[src/rtl/mem_wb_stage.sv]
// ---------------------------------------------------------------------------
// mem_wb_stage
// Memory-access stage plus MEM/WB pipeline register for a 64-bit pipeline.
// Owns a small doubleword data memory with a configurable access latency.
// While an access waits, the stage stalls upstream and feeds bubbles into
// the MEM/WB register.
//
// Parameters
//   DEPTH       : number of 64-bit doublewords in the data memory (pow2, 8..256)
//   WAIT_CYCLES : extra access latency in cycles (0..7)
//
// Ports
//   clk, reset                : clock, synchronous active-high reset
//   ex_mem_adderout           : branch target from EX
//   ex_mem_zero               : branch condition from EX
//   ex_mem_result             : ALU result (byte address for loads/stores)
//   ex_mem_writedata          : store data
//   ex_mem_rd                 : destination register
//   ex_mem_branch/memread/memtoreg/memwrite/regwrite : control bits
//   pcsrc, branch_target      : combinational branch redirect
//   mem_stall                 : combinational freeze request to upstream stages
//   mem_wb_*                  : registered MEM/WB pipeline outputs
// ---------------------------------------------------------------------------
module mem_wb_stage #(
   parameter int unsigned DEPTH       = 32,
   parameter int unsigned WAIT_CYCLES = 2
) (
   input  logic        clk,
   input  logic        reset,
   input  logic [63:0] ex_mem_adderout,
   input  logic        ex_mem_zero,
   input  logic [63:0] ex_mem_result,
   input  logic [63:0] ex_mem_writedata,
   input  logic [4:0]  ex_mem_rd,
   input  logic        ex_mem_branch,
   input  logic        ex_mem_memread,
   input  logic        ex_mem_memtoreg,
   input  logic        ex_mem_memwrite,
   input  logic        ex_mem_regwrite,
   output logic        pcsrc,
   output logic [63:0] branch_target,
   output logic        mem_stall,
   output logic [63:0] mem_wb_readdata,
   output logic [63:0] mem_wb_result,
   output logic [4:0]  mem_wb_rd,
   output logic        mem_wb_memtoreg,
   output logic        mem_wb_regwrite,
   output logic        mem_wb_fault
);

   localparam int unsigned AW        = $clog2(DEPTH);
   localparam logic [63:0] MEM_BYTES = 64'(8 * DEPTH);
   // First BUSY cycle starts one below WAIT_CYCLES: the IDLE cycle already stalled once.
   localparam logic [2:0]  CNT_INIT  = (WAIT_CYCLES == 0) ? 3'd0 : 3'(WAIT_CYCLES - 1);

   localparam logic [0:0] IDLE = 1'b0;
   localparam logic [0:0] BUSY = 1'b1;

   logic [0:0]    state;
   logic [0:0]    state_nxt;
   logic [2:0]    cnt;
   logic [2:0]    cnt_nxt;
   logic          access_c;
   logic          misaddr_c;
   logic          fault_c;
   logic          stall_c;
   logic          complete_c;
   logic [AW-1:0] idx_c;

   logic [63:0]   mem [DEPTH];

   // Branch resolution is purely combinational
   assign pcsrc         = ex_mem_branch & ex_mem_zero;
   assign branch_target = ex_mem_adderout;

   // Address decode and fault detection
   assign access_c  = ex_mem_memread | ex_mem_memwrite;
   assign misaddr_c = (ex_mem_result[2:0] != 3'd0) || (ex_mem_result >= MEM_BYTES);
   assign fault_c   = access_c & misaddr_c;
   assign idx_c     = ex_mem_result[AW+2:3];

   // Next-state / stall logic
   always_comb begin
      state_nxt = state;
      cnt_nxt   = cnt;
      stall_c   = 1'b0;
      case (state)
         IDLE: begin
            if (access_c && (WAIT_CYCLES != 0)) begin
               stall_c   = 1'b1;
               state_nxt = BUSY;
               cnt_nxt   = CNT_INIT;
            end
         end
         BUSY: begin
            if (cnt != 3'd0) begin
               stall_c = 1'b1;
               cnt_nxt = cnt - 3'd1;
            end else begin
               state_nxt = IDLE;
            end
         end
         default: begin
            state_nxt = IDLE;
            cnt_nxt   = 3'd0;
         end
      endcase
   end

   // Any non-stall cycle retires whatever is presented this cycle
   assign complete_c = ~stall_c;
   assign mem_stall  = ~reset & stall_c;

   // State register
   always_ff @(posedge clk) begin
      if (reset) begin
         state <= IDLE;
         cnt   <= 3'd0;
      end else begin
         state <= state_nxt;
         cnt   <= cnt_nxt;
      end
   end

   // Data array: no reset, written only on a clean completing store
   always_ff @(posedge clk) begin
      if (!reset && complete_c && ex_mem_memwrite && !fault_c) begin
         mem[idx_c] <= ex_mem_writedata;
      end
   end

   // MEM/WB pipeline register; stall edges insert a bubble and keep data fields
   always_ff @(posedge clk) begin
      if (reset) begin
         mem_wb_readdata <= 64'd0;
         mem_wb_result   <= 64'd0;
         mem_wb_rd       <= 5'd0;
         mem_wb_memtoreg <= 1'b0;
         mem_wb_regwrite <= 1'b0;
         mem_wb_fault    <= 1'b0;
      end else if (stall_c) begin
         mem_wb_rd       <= 5'd0;
         mem_wb_memtoreg <= 1'b0;
         mem_wb_regwrite <= 1'b0;
         mem_wb_fault    <= 1'b0;
      end else begin
         // Read sees the pre-write word when a store hits the same edge
         mem_wb_readdata <= (ex_mem_memread && !fault_c) ? mem[idx_c] : 64'd0;
         mem_wb_result   <= ex_mem_result;
         mem_wb_rd       <= ex_mem_rd;
         mem_wb_memtoreg <= ex_mem_memtoreg;
         mem_wb_regwrite <= ex_mem_regwrite;
         mem_wb_fault    <= fault_c;
      end
   end

endmodule

[config.mk]
export PLATFORM = sky130hd
export DESIGN_NAME = mem_wb_stage
export DESIGN_NICKNAME = d
export VERILOG_FILES = /design/src/rtl/mem_wb_stage.sv
export SDC_FILE = /design/constraint.sdc
export NUM_CORES = 2
export LEC_CHECK = 0
export CAP_MARGIN = 25
export CORE_ASPECT_RATIO = 0.7
export CORE_UTILIZATION = 25
export DETAILED_ROUTE_END_ITERATION = 8
export PLACE_DENSITY_LB_ADDON = 0.05
export RECOVER_POWER = 100
export SLEW_MARGIN = 20
export SYNTH_ARGS = -nofsm -noshare
export SYNTH_HDL_FRONTEND = slang
export SYNTH_SLANG_ARGS = --single-unit
[constraint.sdc]
create_clock -name clk -period 7.5 [get_ports clk]
set_input_delay 0.75 -clock clk [delete_from_list [all_inputs] [get_ports clk]]
set_output_delay 0.75 -clock clk [all_outputs]
set_load 0.03 [all_outputs]
==> metrics <==
status finished with violations; violated checks capacitance limit, slew limit; gr ovfl total 0; Initial Utilization 0.251; Crit Path Class primary input to flip-flop; PortBufs 278; setup TNS 0 ns; TritonCTS Buffers 242; cts hold-fix bufs 0; MaxCap Viol Count 9; die area 337000 µm²; total core area 332000 µm²; crit share post-route 0.691; Ports 407; RePlAce Congestion 0.721; routed vias 44.5k; maximum VDD drop 0.188 mV; Synth Instances 4670; largest net degree at the start of global routing 113; synth warn 0; Cell Area, Synth 83600 µm²; DRT iter0 DRCs 3753; Clock Tree Root clkbuf_16; Yosys cell types 41; antenna viol nets, final 0; Final nets 5173; final hold viol count 0; HPWL after detailed placement 132 mm; FMAX 193 MHz; first-pass GRT wire length 395 mm; maximum buffer depth of the clock tree 4; unrepaired setup endpoints after global routing no; Post-Route WL 294 mm; final setup fails 0; ys flop type edfxtp_1; Via density 4.61; DRC 0; Synth top cells by count edfxtp_1, mux2i_1, a22oi_1; Resize count post-CTS 0; Pre-Repair DR Iteration Count 5; Final Util 0.298; Relative slew margins -0.905; syn_area_per_cell 17.9 µm²; Seq cells post-synth 2188; Yosys top cell area share 0.736; post-CTS setup buffer count 0; count leader, synth edfxtp_1; CTS tree yes; Synth-to-Final Area Change 18.4%; min cycle time layout 5.18 ns; sequential area share after synthesis 0.769; initial antenna violation count 25; H-tree depth 4; Worst-Margin Slew 2.86 ns; pwr dens 263 nW/µm²; Post-synth ARST share 0; max-slew violations 341; clk sinks 2188; DR WL/cell 30.5 µm; share of cells above drive strength 1 0.0869; arrival time worst endpoint 5.71 ns; final clock skew 0.0613 ns; static leakage 33.0 nW; clk slew on worst S/H paths 0.06 ns; vias in the first global route 44.4k; critical path required time 8.02 ns; chip width 693 µm; cell taking the most area after synthesis edfxtp_1; row count 177; clk_lat worst skew 0.91 ns; crit path capture type flip-flop; Hold Crit Class primary input to flip-flop; Min Hold Slack 0.418 ns; Post-synth EDFFs 2048; CP startpoint kind primary input; synth top area cells edfxtp_1, mux2i_1, a22oi_1; final total power 26.0 mW; GR Util All Layers 0.170; Syn Nets 4877; crit path max fanout 41; Die Ht 486 µm
## area by class of cell
type	count	area (µm²)
well taps	4475	5600
flip-flops and latches	2188	64300
multi-input cells	2128	17600
diodes	7	17.5
clock buffers	344	6700
clock inverters	101	702
fillers	32600	233000
inverters	3	11.3
repair buffers	403	4060
## sequential cells by signal, summed over array words and instances, names as in the netlist, 3 cells and up
name / count
mem_wb_result: 64
mem: 2048
mem_wb_rd: 5
cnt: 3
mem_wb_readdata: 64
## cell usage in the layout, fill, tap and decap left out, types with 64 or more instances in the layout
master	instances
a21oi_1	66
clkbuf_1	147
dfxtp_1	140
edfxtp_1	2048
dlygate4sd3_1	171
mux2i_1	1008
a22oi_1	512
nand2_1	129
nor2_1	69
nand4_1	135
clkdlybuf4s50_1	73
a22o_1	64
clkbuf_16	245
## worst paths after layout
path / start / endpoint / slack (ns) / cells past startpoint
worst max-delay path: ex_mem_memwrite / mem[6][25]$_DFFE_PP_ / 2.32 / 7
worst min-delay path: ex_mem_rd[3] / mem_wb_rd[3]$_SDFF_PP0_ / 0.42 / 2
worst max register to register: state$_SDFF_PP0_ / mem[6][25]$_DFFE_PP_ / 2.50 / 6
worst min register to register: mem_wb_result[1]$_SDFFE_PP0P_ / mem_wb_result[1]$_SDFFE_PP0P_ / 0.44 / 2
## worst max-delay path, cell delays in order
cell and delay (ns):
dlygate4sd3_1 0.62, nor3_1 0.48, a21oi_4 0.04, nor2_1 2.01, nand4_1 0.66, nor3_2 0.45, buf_4 0.54
## where the power goes
group / total [mW] / internal, mW / switching, mW
logic: 1.22 / 0.387 / 0.833
clock network: 11.4 / 6.42 / 4.97
registers: 13.4 / 13.4 / 0.0161
## cell families after synthesis
family | synth area share
buf+inv | 0.0223
mux | 0.123
fa+ha+maj | 0.000299
simple gates | 0.0282
flops | 0.769
compound gates | 0.0572
## per-layer routing
metal	GRT usage	wire, µm
met1	0.250	143000
met2	0.266	133000
met3	0.0255	12900
met4	0.0330	5430
met5	0	24
## stage by stage
stage	setup WS, ns	instances	area (µm²)
after floorplan	0.557	4670	83600
after global placement	2.90	9174	91900
after detailed placement	2.94	9185	92000
after CTS	3.77	9630	99400
after global routing	1.91	9644	99000
final	2.32	9649	99000
(Power assumes the default switching activity.)
